<file path="src/rtl/logic_unit_arbiter.sv">
// Shares one bitwise logic unit (AND/OR/XOR/XNOR) between N requesters, with a tagged, held result.
// Define LOGIC_ARB_FIXED_PRIO_EN for fixed lowest-index priority instead of round-robin.
module logic_unit_arbiter #(
    parameter int unsigned N   = 4,
    parameter int unsigned W   = 8,
    parameter int unsigned IDW = 2
) (
    input  logic             clk,
    input  logic             rst_n,
    input  logic [N-1:0]     req_valid,
    input  logic [2*N-1:0]   req_op,
    input  logic [W*N-1:0]   req_a,
    input  logic [W*N-1:0]   req_b,
    output logic [N-1:0]     req_ready,
    output logic             rsp_valid,
    input  logic             rsp_ready,
    output logic [W-1:0]     rsp_y,
    output logic [IDW-1:0]   rsp_id,
    output logic             busy
);

    typedef enum logic [1:0] {
        ST_IDLE,
        ST_EXEC,
        ST_RESP
    } state_t;

    state_t         state;
    logic [IDW-1:0] win_id;
    logic [IDW-1:0] lat_id;
    logic [1:0]     lat_op;
    logic [W-1:0]   lat_a;
    logic [W-1:0]   lat_b;
    logic [1:0]     sel_op;
    logic [W-1:0]   sel_a;
    logic [W-1:0]   sel_b;
    logic [N-1:0]   grant;
    logic           accept;
    int unsigned    d;
    int unsigned    best_d;
`ifndef LOGIC_ARB_FIXED_PRIO_EN
    logic [IDW-1:0] ptr;
`endif

    // Winner = valid requester with the smallest distance from the search start.
    always_comb begin
        best_d = N;
        d      = 0;
        win_id = '0;
        sel_op = '0;
        sel_a  = '0;
        sel_b  = '0;
        for (int unsigned i = 0; i < N; i++) begin
`ifdef LOGIC_ARB_FIXED_PRIO_EN
            d = i;
`else
            d = (i + N - 32'(ptr)) % N;
`endif
            if (req_valid[i] && (d < best_d)) begin
                best_d = d;
                win_id = IDW'(i);
            end
        end
        for (int unsigned i = 0; i < N; i++) begin
            if (win_id == IDW'(i)) begin
                sel_op = req_op[2*i +: 2];
                sel_a  = req_a[W*i +: W];
                sel_b  = req_b[W*i +: W];
            end
        end
    end

    assign grant     = N'(1) << win_id;
    assign req_ready = (rst_n && (state == ST_IDLE) && (|req_valid)) ? grant : '0;
    assign accept    = |(req_valid & req_ready);

    // Control FSM with registered response outputs.
    always_ff @(posedge clk or negedge rst_n) begin
        if (!rst_n) begin
            state     <= ST_IDLE;
            lat_id    <= '0;
            lat_op    <= '0;
            lat_a     <= '0;
            lat_b     <= '0;
            rsp_valid <= 1'b0;
            rsp_y     <= '0;
            rsp_id    <= '0;
            busy      <= 1'b0;
`ifndef LOGIC_ARB_FIXED_PRIO_EN
            ptr       <= '0;
`endif
        end else begin
            case (state)
                ST_IDLE: begin
                    if (accept) begin
                        lat_id <= win_id;
                        lat_op <= sel_op;
                        lat_a  <= sel_a;
                        lat_b  <= sel_b;
`ifndef LOGIC_ARB_FIXED_PRIO_EN
                        ptr    <= (win_id == IDW'(N - 1)) ? '0 : win_id + 1'b1;
`endif
                        busy   <= 1'b1;
                        state  <= ST_EXEC;
                    end
                end
                ST_EXEC: begin
                    case (lat_op)
                        2'b00:   rsp_y <= lat_a & lat_b;
                        2'b01:   rsp_y <= lat_a | lat_b;
                        2'b10:   rsp_y <= lat_a ^ lat_b;
                        default: rsp_y <= ~(lat_a ^ lat_b);
                    endcase
                    rsp_id    <= lat_id;
                    rsp_valid <= 1'b1;
                    state     <= ST_RESP;
                end
                ST_RESP: begin
                    if (rsp_ready) begin
                        rsp_valid <= 1'b0;
                        busy      <= 1'b0;
                        state     <= ST_IDLE;
                    end
                end
                default: state <= ST_IDLE;
            endcase
        end
    end

endmodule

</file>
<file path="config.mk">
export PLATFORM = sky130hd
export DESIGN_NAME = logic_unit_arbiter
export DESIGN_NICKNAME = d
export VERILOG_FILES = /design/src/rtl/logic_unit_arbiter.sv
export SDC_FILE = /design/constraint.sdc
export NUM_CORES = 1
export LEC_CHECK = 0
export CAP_MARGIN = 40
export CORE_UTILIZATION = 45
export DETAILED_ROUTE_END_ITERATION = 6
export PLACE_DENSITY = 0.83
export SLEW_MARGIN = 20
export SYNTH_ARGS = -nofsm -noshare
export SYNTH_HDL_FRONTEND = slang
export SYNTH_SLANG_ARGS = --single-unit
export TNS_END_PERCENT = 10
</file>
<file path="constraint.sdc">
create_clock -name clk -period 8.6 [get_ports clk]
set_clock_uncertainty 0.15 [all_clocks]
set_input_delay 2.15 -clock clk [delete_from_list [all_inputs] [get_ports clk]]
set_output_delay 2.15 -clock clk [all_outputs]
set_load 0.05 [all_outputs]
</file>
Word-level counts from Yosys, hierarchy flattened
Cells that the tools add are included.
- eq/ne operators: 9
- bitwise logic cells: 5
- reduce and logical (&&, ||, !) cells: 17
- $lt $le $gt $ge: 4
- muxes and demuxes: 28
- shifts and indexed selects: 1
- add/subtract/negate cells: 5
- operator list (kind ; number):
    2-bit by 32-bit < comparator with 1-bit output ; 3
    8-bit two-way mux ; 8
    32-bit two-way mux ; 1
    8-bit case mux with 3 select lines ; 1
    2-bit two-way mux ; 9
    8-bit AND ; 1
    2-bit equality test (second input constant) ; 4
    8-bit NOT ; 1
    8-bit bitwise OR ; 1
    4-bit OR reduction ; 2
    8-bit bitwise XOR ; 1
    2-bit by 1-bit equality test with 1-bit output (second input constant) ; 3
    1-bit logical AND ; 6
    2-bit logical NOT ; 3
    3-bit two-way mux ; 2
    2-bit case mux with 3 select lines ; 1
    2-bit AND reduction ; 3
    4-bit AND ; 1
    4-bit two-way mux ; 1
    2-bit != test (second input constant) ; 2
    1-bit case mux with 2 select lines ; 2
    2-bit nonzero test ; 2
    1-bit by 2-bit << shifter with 4-bit output (first input constant) ; 1
    1-bit by 2-bit subtractor with 2-bit output (first input constant) ; 2
    other kinds (5) ; 8
- output and inout bits: 16
- word-level logic and storage cells: 79
- input port bits: 79
- register bits: 36

Logic depth before layout (Yosys ltp)
Gate-level depths: netlist of run 1.
- depth after elaboration: 19
- gate-level depth with buffers: 22
- depth with buffers taken out: 21

Worst setup path after synthesis of run 1
No wires, ideal clock.
- kind: in2out
- start point: in req_valid[0]
- end point: out req_ready[2]
- data required time: 6.300 ns
- buffers on the path: 3
- path slack: 0.775 ns
- arrival: 5.525 ns
- stages on the path: 17
- cell sequence: buf_6 -> and4_2 -> a21oi_1 -> ha_1 -> o22a_1 -> o31ai_1 -> nand2_1 -> o21ai_0 -> ha_1 -> nor2b_1 -> a311oi_1 -> a21oi_1 -> a31oi_1 -> ha_1 -> clkbuf_1 -> clkbuf_4 -> and2_1
- longest elaborated chain between the ends: 13
- elaborated cells between the ends (all ways): 17
- classes of those cells: 3 x order compare; 1 x shift; 7 x mux; 6 x reduce/logical
- ends and longest elaborated chain (element ; line ; source):
    start: declaration ; 10 ; input logic [N-1:0] req_valid,
    1-bit logical AND ; 59 ; if (req_valid[i] && (d < best_d)) begin
    3-bit two-way mux ; 59 ;
    2-bit by 32-bit < comparator with 1-bit output ; 59 ;
    1-bit logical AND ; 59 ;
    3-bit two-way mux ; 59 ;
    2-bit by 32-bit < comparator with 1-bit output ; 59 ;
    1-bit logical AND ; 59 ;
    32-bit two-way mux ; 59 ;
    2-bit by 32-bit < comparator with 1-bit output ; 59 ;
    1-bit logical AND ; 59 ;
    2-bit two-way mux ; 59 ;
    1-bit by 2-bit << shifter with 4-bit output ; 73 ; assign grant = N'(1) << win_id;
    4-bit two-way mux * ; 74 ; assign req_ready = (rst_n && (state == ST_IDLE) && (|req_valid)) ? grant : '0;
    end: declaration ; 14 ; output logic [N-1:0] req_ready,
Every way passes the cells marked *; elsewhere a longest branch is shown, timed or not.

Final worst setup path of run 1
- start point: in req_valid[1]
- end point: out req_ready[1]
- longest elaborated chain between the ends: 10
- elaborated cells between the ends (all ways): 14
- classes of those cells: 2 x order compare; 1 x shift; 6 x mux; 5 x reduce/logical
- ends and longest elaborated chain (element ; line):
    1-bit logical AND ; 59
    3-bit two-way mux ; 59
    2-bit by 32-bit < comparator with 1-bit output ; 59
    1-bit logical AND ; 59
    32-bit two-way mux ; 59
    2-bit by 32-bit < comparator with 1-bit output ; 59
    1-bit logical AND ; 59
    2-bit two-way mux ; 59
    1-bit by 2-bit << shifter with 4-bit output ; 73
    4-bit two-way mux * ; 74
Marks and branches as above.

==> metrics.md, run 1 <==
| Metric | Value |
|---|---|
| Largest net degree at the start of global routing | `38` |
| Root Buffer | `clkbuf_8` |
| Final slew viol count | `0` |
| Drt pass-1 iters | `4` |
| Maxcap violations | `0` |
| WP data arrival | `roughly 6000 ps` |
| # resized after CTS | `0` |
| Core Util, Final | `about 66%` |
| H-tree Lvls | `2` |
| Power per cell area | `378 nW/um^2` |
| Vias | `around 2300` |
| CTS Sinks | `36` |
| DR WL/cell | `between 10 and 15 um` |
| Final hold viol count | `0` |
| DIE AREA | `6080 um^2` |
| Post CTS Setup Buffer Count | `0` |
| Actual slew at the worst max-slew pin | `717 ps` |
| Flops & latches, synth | `36` |
| Global-route wire length before repair | `10400 um` |
| Initial DRC count | `89` |
| Number of port buffers | `94` |
| Post-Syn Nets | `between 300 and 400` |
| WS Path Type | `in2out` |
| Layout Nets | `approximately 460` |
| Share of layout cells above drive strength 1 | `6.91%` |
| Initial Util | `46.9%` |
| Worst-path clk slew | `70 ps` |
| Gr ovfl total | `0` |
| Top FF cell, synth | `dfrtp_1` |
| Number of synthesized flops with an enable pin | `0` |
| Synthesized area | `2600 um^2` |
| Critical path startpoint category | `primary input` |
| Status | `complete, no violations` |
| Largest fanout on the critical path | `7` |
| Slowest cell on the critical path | `clkdlybuf4s50_1` |
| Chip width | `~78 um` |
| Setup violators final | `0` |
| Area growth from synthesis to layout | `41.6%` |
| Routed wire length | `6280 um` |
| Row cnt | `27` |
| Critical path's most frequent cell | `ha_1` |
| RSZ-0062 raised after global routing | `false` |
| I/O pin total | `95` |
| Yosys cell types | `46` |
| Area occupied by multi-input gates | `1450 um^2` |
| Type of the tightest min-delay check | `reg2reg` |
| Die Y | `78.0 um` |
| Most frequent cells in the layout | `clkdlybuf4s50_1 (89), dfrtp_1 (36), nand2_1 (33)` |
| Final routed DRC violation total | `0` |
| CP required | `around 6300 ps` |
| Share of the clock period used by the worst path | `96.4%` |
| Final ANT Viol Nets | `0` |
| CTS tree | `built` |
| FMAX | `0.121 GHz` |
| Tmin final | `a little over 8000 ps` |
| Commonest non-fill, non-tap cell in the layout | `clkdlybuf4s50_1` |
| LEAKAGE | `0.00154 uW` |
| Register area share after synthesis | `34.7%` |
| Post-Route Setup TNS | `0 ps` |
| Placer congestion estimate | `0.877` |
| Slew HR | `a little over half` |
| Routed vias/inst | `5.35` |
| Core box area | `approximately 5500 um^2` |
| Yosys warns | `0` |
| Post-DP HPWL | `4930 um` |
| Clk_lat worst skew | `290 ps` |
| Critical path capture point type | `output pin` |
| Filler cell count | `480` |
| Asr flop ratio synth | `100%` |
| Initial antenna violation count | `0` |
| Critical path, cell by cell | `clkdlybuf4s50_1, inv_1, and4_2, a21oi_1, ha_1, o22a_1, o31ai_1, nand2_1, o21ai_0, ha_1, nor2b_1, a311oi_1, a21oi_1, a31oi_1, inv_1, ha_1, and2_1, buf_12` |
| Gate Count Post-Synth | `approximately 280` |
| CP max stage delay | `610 ps` |
| Bufs on Longest Clock Path | `2` |
| Mean post-synth cell area | `approximately 9.4 um^2` |
| Ant diodes | `0` |
| CTS Hold Bufs | `0` |
| CTS buffer count | `5` |
| Register area | `901 um^2` |
| Worst IR drop on VDD | `357 uV` |
| Overall routing resource usage | `22.2%` |
| Vias in the first global route | `2180` |
[cells in the mapped netlist, types with 2 or more instances]
library cell	instances	area share [%]
inv_1	26	3.8
o21ai_0	13	2.5
o221a_1	18	7.8
nand2b_1	3	0.72
nor3_1	2	0.39
nor2_1	9	1.3
mux2i_1	4	1.5
xnor2_1	3	1.0
o211ai_1	17	4.9
buf_6	4	1.7
nand2_1	33	4.8
dfrtp_1	36	35
xor2_1	6	2.0
mux2_2	2	0.87
clkbuf_1	8	1.2
nor4_1	2	0.48
a211oi_1	6	1.7
a22oi_1	19	5.5
nor2b_1	2	0.48
a21oi_1	12	2.3
nand3b_1	2	0.58
and2_1	3	0.72
ha_1	21	10
buf_1	2	0.29
[critical path, delay by kind of cell]
| kind | cells | cell delay, ps |
|---|---|---|
| AO/OA/AOI/OAI | 7 | 1550 |
| buffers and inverters | 4 | 960 |
| adder cells (fa/ha/maj) | 3 | 730 |
| AND/OR/NAND/NOR | 4 | 600 |
[metal layers]
| metal | up-vias | GRT usage [%] | share of wire [%] |
|---|---|---|---|
| li1 | 1182 | - | - |
| met5 | - | 0 | 0 |
| met4 | 0 | 8.33 | 1.6 |
| met2 | 85 | 35.4 | 47 |
| met3 | 13 | 3.88 | 5.8 |
| met1 | 1044 | 30.1 | 46 |
[cells by family (layout without fill, tap and decap cells)]
kind of cell               Yosys count  after routing  share of synthesized area (%)
buffers and inverters               46            133                           9.40
adders and majority gates           21             21                           10.1
DFF                                 36             36                           34.7
xor gates and xnor gates             9              9                           3.04
and+or+nand+nor                     61             61                           11.5
muxes                                6              6                           2.41
AOI/OAI and AO/OA                   96             96                           28.8
[state kept, by name (all words and copies together) (netlist names)]
signal     count
busy           1
lat_a          8
lat_b          8
lat_id         2
lat_op         2
ptr            2
rsp_id         2
rsp_valid      1
rsp_y          8
state          2
[area by class of cell]
| type | count | area share, % |
|---|---|---|
| multi-input combinational | 193 | 39.5 |
| timing repair buffer | 100 | 28.3 |
| sequential | 36 | 24.5 |
| inverter | 26 | 2.65 |
| clock buffer | 7 | 2.62 |
| tap | 72 | 2.45 |
[where the power goes]
group          leakage [uW]  total (uW)  switching, uW  internal, uW
registers          0.000413         333           78.3           255
logic               0.00108         927            523           404
clock network     0.0000503         128           57.0          71.2
total               0.00154        1390            658           730
[per-stage QoR]
| stage | total power (uW) | instances | hold WS (ps) | cell area, um^2 | setup slack [ps] |
|---|---|---|---|---|---|
| floorplan | 1030 | 275 | 331 | 2600 | 775 |
| finish | 1390 | 434 | 327 | 3680 | 309 |
| CTS | 1390 | 432 | 337 | 3640 | 372 |
| global route | 1520 | 434 | 363 | 3680 | 22.6 |
| detailed placement | 1250 | 425 | 321 | 3550 | 398 |
| global placement | 1220 | 425 | 313 | 3550 | 526 |
[path summary, 6_finish.rpt]
check                      slack, ps           end    startpoint  cells after the start
max                              310  req_ready[1]  req_valid[1]                     18
min                              330      rsp_y[2]      rsp_y[2]                      2
max reg2reg                     3150      lat_b[4]        ptr[1]                     20
min reg2reg                      330      rsp_y[2]      rsp_y[2]                      2
max in group asynchronous       6360      lat_b[3]         rst_n                      2
min in group asynchronous       1540          busy         rst_n                      1
No activity file was read; power rests on OpenSTA's default activity.
==> run 2, diff against run 1 <==
CORE_UTILIZATION = 46   (was 45)
CTS_BUF_LIST = sky130_fd_sc_hd__clkbuf_4   (was not set)
PLACE_DENSITY = 0.84   (was 0.83)
SKIP_CTS_REPAIR_TIMING = 1   (was not set)
==> metrics.md, run 2 (synthesized netlist as in run 1, its figures left out) <==
| Metric | Value |
|---|---|
| Hold path start | `rsp_y[0] (was rsp_y[2])` |
| FF-to-FF path depth | `20 (unchanged)` |
| Hold depth | `2 (unchanged)` |
| Initial antenna violation count | `0 (unchanged)` |
| Final ANT Viol Nets | `0 (unchanged)` |
| Final slew viol count | `0 (unchanged)` |
| Ant diodes | `0 (unchanged)` |
| Post-Route Setup TNS | `0 ps (unchanged)` |
| DIE AREA | `5950 um^2 (was 6080 um^2)` |
| Placed cell area | `3540 um^2 (was 3550 um^2)` |
| CTS tree | `built (unchanged)` |
| Biggest regs | `lat_a: 8 flops, lat_b: 8 flops, rsp_y: 8 flops (unchanged)` |
| Maxcap violations | `0 (unchanged)` |
| Power per cell area | `378 nW/um^2 (about the same)` |
| Largest net degree at the start of global routing | `38 (unchanged)` |
| Routed vias/inst | `5.46 (was 5.35)` |
| Layout Nets | `462 (unchanged)` |
| Chip width | `77.1 um (was 78.0 um)` |
| Post-DP HPWL | `4990 um (was 4930 um)` |
| Share of the clock period used by the worst path | `96.5% (was 96.4%)` |
| Share of layout cells above drive strength 1 | `6.61% (was 6.91%)` |
| Core box area | `5270 um^2 (was 5540 um^2)` |
| R2R Path Start | `ptr[1] (unchanged)` |
| Drt pass-1 iters | `4 (unchanged)` |
| Endpoint, Worst Hold | `rsp_y[0] (was rsp_y[2])` |
| Most frequent cells in the layout | `clkdlybuf4s50_1 (89), dfrtp_1 (36), nand2_1 (33) (unchanged)` |
| Overall routing resource usage | `22.2% (about the same)` |
| Tmin final | `8300 ps (was 8290 ps)` |
| DR WL/cell | `15.0 um (was 14.5 um)` |
| Row cnt | `26 (was 27)` |
| Commonest non-fill, non-tap cell in the layout | `clkdlybuf4s50_1 (unchanged)` |
| CTS buffer count | `5 (unchanged)` |
| LEAKAGE | `0.00153 uW (was 0.00154 uW)` |
| CTS Sinks | `36 (unchanged)` |
| Actual slew at the worst max-slew pin | `713 ps (was 717 ps)` |
| Final routed DRC violation total | `0 (unchanged)` |
| Critical path startpoint category | `primary input (unchanged)` |
| Routed wire length | `6510 um (was 6280 um)` |
| Vias in the first global route | `2186 (was 2180)` |
| Die Y | `77.1 um (was 78.0 um)` |
| Number of port buffers | `94 (unchanged)` |
| Type of the tightest min-delay check | `reg2reg (unchanged)` |
| Status | `complete, no violations (unchanged)` |
| Global-route wire length before repair | `10500 um (was 10400 um)` |
| Initial Util | `49.3% (was 46.9%)` |
| WS Path Type | `in2out (unchanged)` |
| Largest fanout on the critical path | `7 (unchanged)` |
| Slew HR | `52.3% (was 52.0%)` |
| RSZ-0062 raised after global routing | `false (unchanged)` |
| Tightest hold margin | `336 ps (was 327 ps)` |
| WP data arrival | `6000 ps (was 5990 ps)` |
| Vias | `2366 (was 2324)` |
| Worst-path clk slew | `100 ps (was 70 ps)` |
| I/O pin total | `95 (unchanged)` |
| Root Buffer | `clkbuf_4 (was clkbuf_8)` |
| Clk_lat worst skew | `340 ps (was 290 ps)` |
| Initial DRC count | `101 (was 89)` |
| Critical R2R Capture | `lat_a[6] (was lat_b[4])` |
| Worst IR drop on VDD | `329 uV (was 357 uV)` |
| Bufs on Longest Clock Path | `2 (unchanged)` |
| Critical path capture point type | `output pin (unchanged)` |
| Placer congestion estimate | `0.888 (was 0.877)` |
| FMAX | `0.121 GHz (about the same)` |
| Setup violators final | `0 (unchanged)` |
| Area growth from synthesis to layout | `40.7% (was 41.6%)` |
| R2r setup slk | `3100 ps (was 3150 ps)` |
| H-tree Lvls | `2 (unchanged)` |
| Core Util, Final | `69.3% (was 66.4%)` |
| CP required | `6300 ps (about the same)` |
| Gr ovfl total | `0 (unchanged)` |
| Finished layout cell area | `3650 um^2 (was 3680 um^2)` |
| Final hold viol count | `0 (unchanged)` |
-- run 2: cell count changes in the layout (fill, tap and decap cells not counted) --
cell       before  now
bufinv_16       0    1
clkbuf_4        0    5
clkbuf_8        7    0
clkinv_1        0    2
-- run 2: power by group --
| part | switching [uW] | internal, uW | leakage [uW] |
|---|---|---|---|
| Combinational | 532 | 403 | 0.00108 |
| Sequential | 77.2 | 254 | 0.000413 |
| Clock | 54.9 | 59.3 | 0.0000403 |
-- run 2: final cells by class --
class / count / area [um^2]
Clock inverter: 3 / 37.5
Clock buffer: 5 / 37.5
Timing Repair Buffer: 100 / 1040
Multi-Input combinational cell: 193 / 1450
Fill cell: 413 / 1620
Sequential cell: 36 / 901
Inverter: 26 / 97.6
Tap cell: 70 / 87.6
-- run 2: how the worst max path moves through the flow --
stage                            start      endpoint  slack (ps)  cells past startpoint
after floorplan           req_valid[0]  req_ready[2]         780                     17
after global placement    req_valid[1]  req_ready[1]         510                     18
after detailed placement  req_valid[1]  req_ready[1]         390                     18
after CTS                 req_valid[1]  req_ready[1]         390                     18
after global routing      req_valid[1]  req_ready[1]          70                     18
final                     req_valid[1]  req_ready[1]         300                     18
-- run 2: through the flow --
step | power [uW] | cells | worst slack, ps
after floorplan | 1030 | 275 | 775
after global placement | 1230 | 423 | 510
after detailed placement | 1260 | 423 | 395
after CTS | 1370 | 431 | 390
after global routing | 1500 | 433 | 66.0
final | 1380 | 433 | 303
-- run 2: critical path: stages --
cell	delay [ps]
clkdlybuf4s50_1	620
inv_1	90
and4_2	230
a21oi_1	160
ha_1	260
o22a_1	220
o31ai_1	110
nand2_1	150
o21ai_0	180
ha_1	230
nor2b_1	80
a311oi_1	350
a21oi_1	110
a31oi_1	420
inv_1	90
ha_1	230
and2_1	170
buf_12	150
-- run 2: metal layers --
metal / routed length (um) / track usage (%) / up-vias
met5: 0 / 0 / -
met4: 112 / 7.55 / 0
met3: 355 / 4.52 / 15
met2: 3130 / 35.5 / 86
met1: 2910 / 29.7 / 1086
li1: - / - / 1179
